File: src/rtl/i2s_pkg.sv
// Shared I2S frame-format constants and channel tag, used by the transmitter and receiver.
package i2s_pkg;

    localparam int SLOT_W      = 32;
    localparam int SAMPLE_W    = 24;
    localparam int FRAME_SLOTS = 2;

    typedef enum logic {
        CH_LEFT  = 1'b0,
        CH_RIGHT = 1'b1
    } chan_e;

    // Left-justified sample bits of a slot word; the padding below the sample always goes out as 0.
    localparam logic [SLOT_W-1:0] LANE_MASK = {{SAMPLE_W{1'b1}}, {(SLOT_W-SAMPLE_W){1'b0}}};

endpackage

File: src/rtl/i2s_tx_if.sv
// AXI-Stream audio beat carrying one 32-bit lane per SD line, with tuser as the channel tag.
interface i2s_tx_if #(
    parameter int SD_LINES = 2
);
    logic [32*SD_LINES-1:0] tdata;
    logic                   tvalid;
    logic                   tready;
    logic                   tuser;

    modport master (output tdata, output tvalid, output tuser, input  tready);
    modport slave  (input  tdata, input  tvalid, input  tuser, output tready);
endinterface

File: src/rtl/i2s_sck_gen.sv
// Bit-clock generator: SCK half-period of CLK_DIV clk cycles, plus a strobe on the clk where SCK falls.
module i2s_sck_gen #(
    parameter int CLK_DIV = 4
) (
    input  logic clk,
    input  logic rstn,
    output logic sck,
    output logic fall
);
    localparam int DW = (CLK_DIV > 2) ? $clog2(CLK_DIV) : 1;

    logic [DW-1:0] div_cnt;
    logic          wrap;

    assign wrap = (div_cnt == DW'(CLK_DIV - 1));
    assign fall = wrap & sck;

    always_ff @(posedge clk) begin
        if (!rstn) begin
            div_cnt <= '0;
            sck     <= 1'b0;
        end else if (wrap) begin
            div_cnt <= '0;
            sck     <= ~sck;
        end else begin
            div_cnt <= div_cnt + 1'b1;
        end
    end
endmodule

File: src/rtl/i2s_tx.sv
// I2S master transmitter: one-word AXIS buffer, per-line shift registers, WS/SD generation.
// Optional I2S_TX_ERR_CNT_EN adds saturating underrun_cnt / chan_err_cnt outputs.
module i2s_tx
    import i2s_pkg::*;
#(
    parameter int CLK_DIV  = 4,
    parameter int SD_LINES = 2
) (
    input  logic                clk,
    input  logic                rstn,
    i2s_tx_if.slave             s_axis,
    output logic                SCK,
    output logic                WS,
    output logic [SD_LINES-1:0] SD,
    output logic                underrun,
    output logic                chan_err
`ifdef I2S_TX_ERR_CNT_EN
    ,
    output logic [15:0]         underrun_cnt,
    output logic [15:0]         chan_err_cnt
`endif
);
    localparam int BW = $clog2(SLOT_W);

    logic                             fall;
    logic [BW-1:0]                    bit_cnt;
    logic [BW-1:0]                    sd_idx;
    logic [SD_LINES-1:0][SLOT_W-1:0]  buf_data;
    logic [SD_LINES-1:0][SLOT_W-1:0]  sh;
    chan_e                            buf_user;
    logic                             full;
    logic                             rdy_en;
    logic                             accept;
    logic                             slot_start;
    logic                             tag_ok;

    i2s_sck_gen #(.CLK_DIV(CLK_DIV)) u_sck_gen (
        .clk  (clk),
        .rstn (rstn),
        .sck  (SCK),
        .fall (fall)
    );

    assign s_axis.tready = rdy_en & ~full;
    assign accept        = s_axis.tvalid & s_axis.tready;
    assign slot_start    = fall & (bit_cnt == '0);
    assign tag_ok        = (buf_user == chan_e'(~WS));

    // Bit 32-k modulo 32: k=0 replays bit 0 of the outgoing word, k=1..31 walks 31 down to 1.
    assign sd_idx = BW'(0) - bit_cnt;

    always_ff @(posedge clk) begin
        if (!rstn) begin
            bit_cnt  <= '0;
            WS       <= 1'b1;
            SD       <= '0;
            sh       <= '0;
            buf_data <= '0;
            buf_user <= CH_LEFT;
            full     <= 1'b0;
            rdy_en   <= 1'b0;
            underrun <= 1'b0;
            chan_err <= 1'b0;
        end else begin
            rdy_en   <= 1'b1;
            underrun <= 1'b0;
            chan_err <= 1'b0;

            // tready is only high while empty, so a fill and a slot-start drain never coincide.
            if (accept) begin
                for (int unsigned n = 0; n < SD_LINES; n++)
                    buf_data[n] <= s_axis.tdata[n*SLOT_W +: SLOT_W] & LANE_MASK;
                buf_user <= chan_e'(s_axis.tuser);
                full     <= 1'b1;
            end

            if (fall) begin
                bit_cnt <= bit_cnt + 1'b1;
                for (int unsigned n = 0; n < SD_LINES; n++)
                    SD[n] <= sh[n][sd_idx];
            end

            if (slot_start) begin
                WS       <= ~WS;
                sh       <= (full && tag_ok) ? buf_data : '0;
                underrun <= ~full;
                chan_err <= full & ~tag_ok;
                if (full)
                    full <= 1'b0;
            end
        end
    end

`ifdef I2S_TX_ERR_CNT_EN
    always_ff @(posedge clk) begin
        if (!rstn) begin
            underrun_cnt <= '0;
            chan_err_cnt <= '0;
        end else begin
            if (underrun && underrun_cnt != '1)
                underrun_cnt <= underrun_cnt + 16'd1;
            if (chan_err && chan_err_cnt != '1)
                chan_err_cnt <= chan_err_cnt + 16'd1;
        end
    end
`endif

endmodule

File: src/flat_wrapper.sv
// flat-port wrapper written by rule: the top's interface ports become plain ports
module i2s_tx_flat import i2s_pkg::*;
#(
    parameter int CLK_DIV  = 4,
    parameter int SD_LINES = 2
)
  (clk, rstn, SCK, WS, SD, underrun, chan_err, s_axis_tdata, s_axis_tvalid, s_axis_tuser, s_axis_tready);
  i2s_tx_if #(.SD_LINES(SD_LINES)) s_axis_i ();
  input  logic clk;
  input  logic rstn;
  output logic SCK;
  output logic WS;
  output logic [SD_LINES-1:0] SD;
  output logic underrun;
  output logic chan_err;
  input wire logic [$bits(s_axis_i.tdata)-1:0] s_axis_tdata;
  input wire logic [$bits(s_axis_i.tvalid)-1:0] s_axis_tvalid;
  input wire logic [$bits(s_axis_i.tuser)-1:0] s_axis_tuser;
  output wire logic [$bits(s_axis_i.tready)-1:0] s_axis_tready;
  assign s_axis_i.tdata = s_axis_tdata;
  assign s_axis_i.tvalid = s_axis_tvalid;
  assign s_axis_i.tuser = s_axis_tuser;
  assign s_axis_tready = s_axis_i.tready;
  i2s_tx #(.CLK_DIV(CLK_DIV), .SD_LINES(SD_LINES)) u_core (.clk(clk), .rstn(rstn), .s_axis(s_axis_i), .SCK(SCK), .WS(WS), .SD(SD), .underrun(underrun), .chan_err(chan_err));
endmodule
File: config.mk
export PLATFORM = sky130hd
export DESIGN_NAME = i2s_tx_flat
export DESIGN_NICKNAME = d
export VERILOG_FILES = /design/src/rtl/i2s_pkg.sv /design/src/rtl/i2s_tx_if.sv /design/src/rtl/i2s_sck_gen.sv /design/src/rtl/i2s_tx.sv /design/src/flat_wrapper.sv
export SDC_FILE = /design/constraint.sdc
export NUM_CORES = 1
export LEC_CHECK = 0
export BUFFER_PORTS_ARGS = -buffer_cell sky130_fd_sc_hd__buf_2
export CAP_MARGIN = 10
export CORE_ASPECT_RATIO = 1.1
export CORE_MARGIN = 4
export CORE_UTILIZATION = 60
export DETAILED_ROUTE_END_ITERATION = 12
export PLACE_DENSITY = 0.94
export SETUP_SLACK_MARGIN = 0.02
export SLEW_MARGIN = 20
export SYNTH_ARGS = -nofsm -noshare
export SYNTH_HDL_FRONTEND = slang
export SYNTH_SLANG_ARGS = --single-unit
File: constraint.sdc
create_clock -name clk -period 4.5 [get_ports clk]
set_input_delay 0.9 -clock clk [delete_from_list [all_inputs] [get_ports clk]]
set_output_delay 0.9 -clock clk [all_outputs]
set_load 0.02 [all_outputs]
==> results.tsv, run 1 <==
metric	value	unit
area_growth	11.56	%
ys_warn_count	0	
clkLatencyLatePin	0.36	ns
yosysSeqAreaShare	48.63	%
clockRootBuffer	clkbuf_8	
antenna_found_initial	0	
synth_xor_area_share	1.520	%
critPathSlowestCell	nand3_2	
crit_start	u_core.bit_cnt[0]$_SDFFE_PN0P_	
syn_area_per_cell	9.606	µm²
vias	3449	
rsz0062_at_grt	false	
tightestPinTransition	0.9702	ns
placed_cells	609	
syn_area	0.004611	mm²
worstSetupPathType	flip-flop to flip-flop	
grt_pass1_wl	15450	µm
fin_crit	3.499	ns
reg2reg_to	u_core.sh[42]$_SDFFE_PN0P_	
die_h	99.94	µm
outcome	finished, final reports clean	
grt_usage	20.80	%
grt_pass1_vias	3373	
cpPeakStageDelay	0.74	ns
wl_met3	426	µm
fin_crit_sh	77.76	%
cp_max_fo	50	
io_buffers	58	
max_freq	285.8	MHz
antenna_left	0	
reg2reg_slack	1.00	ns
met2_length	4801	µm
drt_iter0_drc	195	
synth_top_family_by_area	simple AND/OR/NAND/NOR gates	
remaining_drc_errors	0	
p_per_area	350.9	mW/mm²
drv_slew	0	
numCtsBuffers	9	
crit_path_end	u_core.sh[42]$_SDFFE_PN0P_	
setup_viol	0	
hold_class	flip-flop to flip-flop	
top_layer	met4	
synthMuxAreaShare	7.680	%
hold_viol	0	
core-area	0.007473	mm²
cp-start-kind	flip-flop	
finalNonFillerCells	625	
synthFlopType	dfxtp_1	
ys_types	35	
synth_edf_count	0	
grt_max_degree	99	
cts.sinks	112	
wl_met1	4024	µm
synth_top_area_share	48.63	%
dieArea	0.009153	mm²
vdd_drop_max	0.2564	mV
fp.dieW	91.58	µm
finalInstanceArea	0.005144	mm²
postCtsHoldBufs	0	
async_reset_ff_share	0	%
overflow	0	
wl_per_cell	15.05	µm
syn_inst	480	
place_worst_setup_slack	1.136	ns
tns	0	ns
power.total	1.805	mW
finalWeightedCongestion	0.8780	
syn_nets	552	
via_per_inst	5.518	
cp_data_required_time	4.79	ns
fin_skew	0.007900	ns
cts-resized-gates	0	
path_clk_slew	0.10	ns
worstPathArrival	3.79	ns
cts_buffer_depth	2	
max_slew_margin	35.24	%
fillers	559	
htreeDepth	3	
layout.nets	587	
cp-end-kind	flip-flop	
path_cells	inv_1, ha_1, nor3b_1, ha_1, nand3_2, nor3_2, buf_4, a22oi_1, nor2b_1	
first_pass_iters	5	
dp_hpwl	6093	µm
yosys-top-cells-area	dfxtp_1 49%, nand2_1 8.7%, a21boi_0 8.3%	
cts_setup_buffers	0	
fp-row-count	33	
cellLeakagePower	1.826	nW
synth_fa_ha_area_share	1.085	%
crit_top_cell	ha_1	
synth_seq_cells	112	
yosys.area_share.simple	18.97	%
fin_ws	1.001	ns
yosysTopAreaCell	dfxtp_1	
diodes	0	
drive_gt1_share	16.73	%
min-delay-start	u_core.u_sck_gen.div_cnt[0]$_SDFF_PP0_	
reg2reg_from	u_core.bit_cnt[0]$_SDFFE_PN0P_	
ios	75	
routed_wl	9409	µm
initial_core_util	61.69	%
cts_tree	yes	
rr_worst_depth	9	
synth-compound-area-share	17.99	%
drv_cap	0	
dpl_cell_area	0.004905	mm²
-- how the worst min path moves through the flow --
stage	slack (ns)	endpoint	cells past startpoint
2_1_floorplan	0.40	u_core.u_sck_gen.div_cnt[0]$_SDFF_PP0_	1
4_1_cts	0.44	u_core.u_sck_gen.div_cnt[0]$_SDFF_PP0_	1
3_3_place_gp	0.41	u_core.u_sck_gen.div_cnt[0]$_SDFF_PP0_	1
3_5_place_dp	0.43	u_core.u_sck_gen.div_cnt[0]$_SDFF_PP0_	1
5_1_grt	0.45	u_core.u_sck_gen.div_cnt[0]$_SDFF_PP0_	1
6_report	0.44	u_core.u_sck_gen.div_cnt[0]$_SDFF_PP0_	1
-- cell families (layout without fill, tap and decap cells) --
kind of cell               Yosys count  in the layout
AOI/OAI and AO/OA                  109            109
xor gates and xnor gates             8              8
adders and majority gates            4              4
buffers and inverters               43             83
DFF                                112            112
muxes                               20             20
and+or+nand+nor                    184            184
-- synthesized netlist by cell type, types with 2 or more instances --
master and instances:
nor3b_1 2, nand2_1 107, dfxtp_1 112, mux2_2 2, mux2i_1 8, xor2_1 2, buf_6 2, and3_1 2
mux4_1 7, buf_4 2, a2111oi_0 2, clkbuf_1 30, o41ai_1 2, xnor2_1 6, nand3_1 5, buf_2 5
o21ai_0 2, inv_1 4, a22oi_1 48, nor2b_1 49, nand4_1 2, and2_1 7, nor2_1 4, mux4_2 3
ha_1 4, a21boi_0 51, a311o_1 2
-- where the power goes --
group	switching, mW	internal, mW	leakage, nW
clock network	0.324	0.349	0.118
registers	0.0160	1.02	0.908
logic	0.0536	0.0467	0.800
total	0.394	1.41	1.83
-- critical path, delay by kind of cell, from the launching register on --
kind	cells	cell delay, ns
compound gates	1	0.12
fa+ha+maj	2	0.43
buf+inv	2	0.63
flops	1	0.59
simple gates	4	1.63
-- through the flow --
| stage | hold slack, ns | utilization [%] |
|---|---|---|
| floorplan | 0.4033 | - |
| global placement | 0.4117 | 65.63 |
| detailed placement | 0.4252 | 65.63 |
| CTS | 0.4384 | 68.83 |
| global route | 0.4468 | 68.83 |
| finish | 0.4389 | 68.83 |
-- layout by cell type (no fill, tap or decap), types with 5 or more instances in the layout --
master,synthesis,routed
buf_4,2,5
xnor2_1,6,6
and2_1,7,7
nand2_1,107,107
nor2b_1,49,49
a22oi_1,48,48
buf_2,5,58
mux4_1,7,7
a21boi_0,51,51
clkbuf_8,0,11
dfxtp_1,112,112
mux2i_1,8,8
-- flip-flops by register name (all words and copies together) (netlist names) --
| register | flops |
|---|---|
| u_core.bit_cnt | 5 |
| u_core.full | 1 |
| u_core.SD | 2 |
| u_core.chan_err | 1 |
| u_core.sh | 48 |
| u_core.underrun | 1 |
| u_core.buf_user | 1 |
| u_core.WS | 1 |
| u_core.u_sck_gen.div_cnt | 2 |
| u_core.u_sck_gen.sck | 1 |
| u_core.buf_data | 48 |
| u_core.rdy_en | 1 |
-- metal layers --
metal	vias up	GRT usage, %
met1	1624	25.02
li1	1722	-
met5	-	0
met2	87	36.71
met4	0	7.309
met3	16	4.573
-- area by class of cell --
type / count / area [µm²] / share of cell area [%]
timing repair buffer: 63 / 327.8 / 6.373
sequential: 112 / 2242 / 43.59
clock buffer: 11 / 151.4 / 2.943
tap: 105 / 131.4 / 2.554
clock inverter: 5 / 87.58 / 1.703
multi-input combinational: 325 / 2188 / 42.54
inverter: 4 / 15.01 / 0.2919
Note: power is estimated with default switching activity, not from simulation.
==> inputs of run 2 (changes only) <==
--- a/config.mk
+++ b/config.mk
@@ -9,9 +9,9 @@
 export CAP_MARGIN = 10
 export CORE_ASPECT_RATIO = 1.1
 export CORE_MARGIN = 4
-export CORE_UTILIZATION = 60
+export CORE_UTILIZATION = 50
 export DETAILED_ROUTE_END_ITERATION = 12
-export PLACE_DENSITY = 0.94
+export PLACE_DENSITY = 0.85
 export SETUP_SLACK_MARGIN = 0.02
 export SLEW_MARGIN = 20
 export SYNTH_ARGS = -nofsm -noshare
==> constraint.sdc (replaced) <==
create_clock -name clk -period 3 [get_ports clk]
set_input_delay 0.6 -clock clk [delete_from_list [all_inputs] [get_ports clk]]
set_output_delay 0.6 -clock clk [all_outputs]
set_load 0.02 [all_outputs]
==> run 2 against run 1 <==
Net effect:
- setup slack worse by 0.46 ns
- hold slack better by 0.00056 ns
- sequential power up 50%
- global-route usage down 3.8 points
- sequential cell count unchanged
- via count down 0.72%
- non-clock buffer count up 3
- register-to-register slack worse by 0.46 ns
- largest power group unchanged
- wire length down 4.7%
- critical path type unchanged
==> results.tsv, run 2 (same netlist as run 1, synthesis figures left out) <==
metric	value	unit	change
outcome	finished, final reports clean		unchanged
core-area	0.008919	mm²	was 0.007473 mm²
cp-start-kind	flip-flop		unchanged
postCtsHoldBufs	0		unchanged
seq_area	0.002242	mm²	unchanged
drt_iter0_drc	192		was 195
cts-resized-gates	0		unchanged
fp.dieW	99.56	µm	was 91.58 µm
cp_max_fo	10		was 50
max_freq	407.1	MHz	was 285.8 MHz
final_common_cell	dfxtp_1		unchanged
vias	3424		was 3449
first_pass_iters	4		was 5
drv_cap	0		unchanged
htreeDepth	3		unchanged
cts_setup_buffers	0		unchanged
fin_skew	0.01039	ns	was 0.007900 ns
tightestPinTransition	0.7478	ns	was 0.9702 ns
hold_class	flip-flop to flip-flop		unchanged
grt_pass1_wl	14910	µm	was 15450 µm
via_per_inst	5.392		was 5.518
finalWeightedCongestion	0.8362		was 0.8780
grt_pass1_vias	3255		was 3373
clkLatencyLatePin	0.36	ns	about the same
cts_buffer_depth	2		unchanged
p_per_area	497.8	mW/mm²	was 350.9 mW/mm²
fillers	832		was 559
cp_data_required_time	3.30	ns	was 4.79 ns
cp-end-kind	flip-flop		unchanged
tns	0	ns	unchanged
cts_tree	yes		unchanged
numCtsBuffers	9		unchanged
vdd_drop_max	0.2784	mV	was 0.2564 mV
initial_core_util	51.70	%	was 61.69%
antenna_left	0		unchanged
path_clk_slew	0.09	ns	was 0.10 ns
grt_max_degree	99		unchanged
layout.nets	590		was 587
power.total	2.557	mW	was 1.805 mW
hold_viol	0		unchanged
drv_slew	0		unchanged
dieArea	0.01082	mm²	was 0.009153 mm²
grt_usage	17.01	%	was 20.80%
overflow	0		unchanged
placed_cells	621		was 609
rsz0062_at_grt	false		unchanged
ios	75		unchanged
cellLeakagePower	1.822	nW	was 1.826 nW
worstSetupPathType	flip-flop to flip-flop		unchanged
remaining_drc_errors	0		unchanged
worstPathArrival	2.76	ns	was 3.79 ns
fp-row-count	36		was 33
layout_common_cells	112 x dfxtp_1, 107 x nand2_1, 58 x buf_2, 51 x a21boi_0, 49 x nor2b_1		unchanged
area_growth	11.40	%	was 11.56%
diodes	0		unchanged
clockRootBuffer	clkbuf_8		unchanged
cts.sinks	112		unchanged
fin_crit_sh	81.89	%	was 77.76%
drive_gt1_share	16.70	%	was 16.73%
routed_wl	8966	µm	was 9409 µm
die_h	108.7	µm	was 99.94 µm
setup_viol	0		unchanged
max_slew_margin	50.14	%	was 35.24%
multi_input_comb_area	0.002188	mm²	unchanged
fin_crit	2.457	ns	was 3.499 ns
reg.largest.list	u_core.buf_data x48, u_core.sh x48, u_core.bit_cnt x5		unchanged
io_buffers	58		unchanged
wl_per_cell	14.12	µm	was 15.05 µm
dp_hpwl	6102	µm	was 6093 µm
finalNonFillerCells	635		was 625
antenna_found_initial	0		unchanged
-- run 2: layout make-up --
cell class	instances	area share, %
repair buffers	66	7.065
inverters	4	0.2923
well taps	114	2.777
flip-flops and latches	112	43.65
multi-input cells	325	42.61
clock buffers	11	2.753
clock inverters	3	0.8526
-- run 2: metal layers --
layer / wire (µm) / vias up / GRT usage (%) / share of wire (%)
li1: - / 1737 / - / -
met1: 4099 / 1623 / 21.64 / 46
met2: 4372 / 53 / 28.50 / 49
met3: 351 / 11 / 4.095 / 3.9
met4: 143 / 0 / 5.561 / 1.6
met5: 0 / - / 0 / 0
-- run 2: worst paths after layout --
path                                          start                                     end  slack (ns)  depth (start not counted)
max                  u_core.bit_cnt[1]$_SDFFE_PN0P_               u_core.SD[0]$_SDFFE_PN0P_        0.54                          7
min          u_core.u_sck_gen.div_cnt[0]$_SDFF_PP0_  u_core.u_sck_gen.div_cnt[0]$_SDFF_PP0_        0.44                          1
max reg2reg          u_core.bit_cnt[1]$_SDFFE_PN0P_               u_core.SD[0]$_SDFFE_PN0P_        0.54                          7
min reg2reg  u_core.u_sck_gen.div_cnt[0]$_SDFF_PP0_  u_core.u_sck_gen.div_cnt[0]$_SDFF_PP0_        0.44                          1
-- run 2: through the flow --
stage,utilization (%),instance area (µm²),hold WS [ns],setup WS (ns)
after floorplan,-,4611,0.4033,0.7416
after global placement,55.51,4951,0.4111,0.6226
after detailed placement,55.51,4951,0.4237,0.5446
after CTS,57.59,5136,0.4372,0.5022
after global routing,57.59,5136,0.4434,0.3838
final,57.59,5136,0.4394,0.5434
-- run 2: worst max-delay path, cell delays in order, from the launching register on --
cell     delay (ns)
dfxtp_1        0.48
inv_1          0.07
ha_1           0.55
buf_4          0.24
mux2i_1        0.08
mux4_1         0.52
o41ai_1        0.30
a311o_1        0.16
-- run 2: report_power, final --
group	internal [mW]	switching, mW	total, mW
sequential	1.52	0.0223	1.55
clock	0.401	0.458	0.859
combinational	0.0725	0.0797	0.152
==> inputs of run 3 (changes only) <==
==> constraint.sdc (replaced) <==
create_clock -name clk -period 2.1 [get_ports clk]
set_input_delay 0.42 -clock clk [delete_from_list [all_inputs] [get_ports clk]]
set_output_delay 0.42 -clock clk [all_outputs]
set_load 0.02 [all_outputs]
==> run 3 against run 2 <==
Net effect:
- critical path depth is 1 lower
- critical path type unchanged
- register-to-register slack got worse by 0.47 ns
- global-route usage rose by 0.92 points
- combinational power up 45%
- first-iteration DRC count increased by 3.1%
- final cell count is 1.9% higher
- power grew 42%
- cell area grew 2.6%
- sequential cell count unchanged
- largest cell class unchanged
- hold slack lost 0.17 ns
==> results.tsv, run 3 (same netlist as run 1, synthesis figures left out) <==
metric	value	unit	change
ios	75		unchanged
crit_family	multiplexers		unchanged
rr_worst_depth	6		was 7
utilization	59.10	%	was 57.59%
overflow	0		unchanged
wl_per_cell	14.77	µm	was 14.12 µm
reg2reg_to	u_core.SD[0]$_SDFFE_PN0P_		unchanged
cp-end-kind	flip-flop		unchanged
layout_common_cells	110 x dfxtp_1, 107 x nand2_1, 58 x buf_2, 51 x a21boi_0, 49 x nor2b_1		was 112 x dfxtp_1, 107 x nand2_1, 58 x buf_2, 51 x a21boi_0, 49 x nor2b_1
layout.nets	600		was 590
place_worst_setup_slack	0.001215	ns	was 0.5446 ns
fillers	764		was 832
final_common_cell	dfxtp_1		unchanged
seq_area	0.002247	mm²	was 0.002242 mm²
area_growth	14.33	%	was 11.40%
fp-row-count	36		unchanged
tightestPinTransition	0.4809	ns	was 0.7478 ns
outcome	finished, final reports clean		unchanged
numCtsBuffers	9		unchanged
tns	0	ns	unchanged
min_delay_worst_endpoint	u_core.buf_data[28]$_SDFFE_PN0P_		was u_core.u_sck_gen.div_cnt[0]$_SDFF_PP0_
finalWeightedCongestion	0.8851		was 0.8362
path_clk_slew	0.10	ns	was 0.09 ns
vdd_drop_max	0.4014	mV	was 0.2784 mV
vias	3425		was 3424
dp_hpwl	6266	µm	was 6102 µm
dieArea	0.01082	mm²	unchanged
drv_slew	0		unchanged
cp_data_required_time	2.37	ns	was 3.30 ns
fin_ws	0.07489	ns	was 0.5434 ns
core-area	0.008919	mm²	unchanged
antenna_found_initial	0		unchanged
hold_class	input pin to flip-flop		was flip-flop to flip-flop
die_h	108.7	µm	unchanged
crit_buf_inv	2		unchanged
rsz0062_at_grt	false		unchanged
clockRootBuffer	clkbuf_8		unchanged
grt_max_degree	90		was 99
via_per_inst	5.294		was 5.392
cpPeakStageDelay	0.42	ns	was 0.55 ns
hold_viol	0		unchanged
clkLatencyLatePin	0.38	ns	was 0.36 ns
antenna_left	0		unchanged
multi_input_comb_area	0.002218	mm²	was 0.002188 mm²
drv_cap	0		unchanged
htreeDepth	3		unchanged
setup_viol	0		unchanged
io_buffers	58		unchanged
cp_max_fo	8		was 10
critPathSlowestCell	dfxtp_4		was ha_1
fin_crit_sh	96.43	%	was 81.89%
first_pass_iters	5		was 4
grt_pass1_wl	15530	µm	was 14910 µm
initial_core_util	51.70	%	unchanged
min-delay-start	s_axis_tdata[28]		was u_core.u_sck_gen.div_cnt[0]$_SDFF_PP0_
p_per_area	687.3	mW/mm²	was 497.8 mW/mm²
routed_wl	9554	µm	was 8966 µm
fin_crit	2.025	ns	was 2.457 ns
reg.largest.list	u_core.buf_data x48, u_core.sh x48, u_core.bit_cnt x5		unchanged
cellLeakagePower	1.885	nW	was 1.822 nW
cp-start-kind	flip-flop		unchanged
fp.dieW	99.56	µm	unchanged
hold_path_depth	3		was 1
finalNonFillerCells	647		was 635
fin_skew	0.01322	ns	was 0.01039 ns
remaining_drc_errors	0		unchanged
diodes	0		unchanged
reg2reg_from	u_core.bit_cnt[0]$_SDFFE_PN0P_		was u_core.bit_cnt[1]$_SDFFE_PN0P_
drt_iter0_drc	198		was 192
cts.sinks	112		unchanged
grt_pass1_vias	3311		was 3255
grt_usage	17.93	%	was 17.01%
placed_cells	624		was 621
cts_tree	yes		unchanged
power.total	3.623	mW	was 2.557 mW
reg2reg_slack	0.07	ns	was 0.54 ns
max_slew_margin	67.94	%	was 50.14%
path_cells	inv_2, ha_4, buf_4, mux4_2, mux2_2, a311o_1		was inv_1, ha_1, buf_4, mux2i_1, mux4_1, o41ai_1, a311o_1
cts_buffer_depth	2		unchanged
drive_gt1_share	19.89	%	was 16.70%
worstSetupPathType	flip-flop to flip-flop		unchanged
worstPathArrival	2.29	ns	was 2.76 ns
max_freq	493.8	MHz	was 407.1 MHz
==> run 3: stage by stage <==
step | instance area, µm² | hold WS (ns)
after floorplan | 4643 | 0.4033
after global placement | 5012 | 0.4125
after detailed placement | 5012 | 0.4202
after CTS | 5200 | 0.2641
after global routing | 5271 | 0.2665
final | 5271 | 0.2703
==> run 3: tightest hold or removal path: stages <==
cell and delay [ns]:
buf_2 0.09, nand2_1 0.04, a21boi_0 0.06
==> run 3: worst max-delay path by stage <==
| stage | from | endpoint | cells past startpoint |
|---|---|---|---|
| floorplan | u_core.bit_cnt[0]$_SDFFE_PN0P_ | u_core.SD[0]$_SDFFE_PN0P_ | 9 |
| global placement | u_core.bit_cnt[0]$_SDFFE_PN0P_ | u_core.SD[1]$_SDFFE_PN0P_ | 6 |
| detailed placement | u_core.bit_cnt[0]$_SDFFE_PN0P_ | u_core.SD[1]$_SDFFE_PN0P_ | 6 |
| CTS | u_core.bit_cnt[0]$_SDFFE_PN0P_ | u_core.SD[1]$_SDFFE_PN0P_ | 6 |
| global route | u_core.bit_cnt[0]$_SDFFE_PN0P_ | u_core.SD[1]$_SDFFE_PN0P_ | 6 |
| finish | u_core.bit_cnt[0]$_SDFFE_PN0P_ | u_core.SD[0]$_SDFFE_PN0P_ | 6 |
==> run 3: repair_timing <==
| item | in CTS | in global routing |
|---|---|---|
| cloned | 0 | 1 |
| buffers inserted | 0 | 6 |
| endpoints found under the setup margin | 2 | 4 |
| resized for setup | 1 | 1 |
| hold buffers | 0 | 0 |
| pin swaps | 0 | 1 |
==> run 3: metal layers <==
layer | part of all wire (%) | global-route usage, %
met1 | 46 | 23.35
met5 | 0 | 0
met3 | 4.3 | 4.159
met4 | 1.6 | 6.927
met2 | 48 | 29.03
==> run 3: area by class of cell <==
| type | instances | area share, % |
|---|---|---|
| sequential | 112 | 42.63 |
| multi-input combinational | 325 | 42.08 |
| timing repair buffer | 76 | 8.877 |
| tap | 114 | 2.706 |
| clock buffer | 11 | 2.682 |
| clock inverter | 5 | 0.7358 |
| inverter | 4 | 0.2848 |
==> run 3: where the power goes <==
part	leakage, nW	internal [mW]	switching, mW
combinational	0.889	0.104	0.116
sequential	0.910	2.18	0.0329
clock	0.0865	0.472	0.723
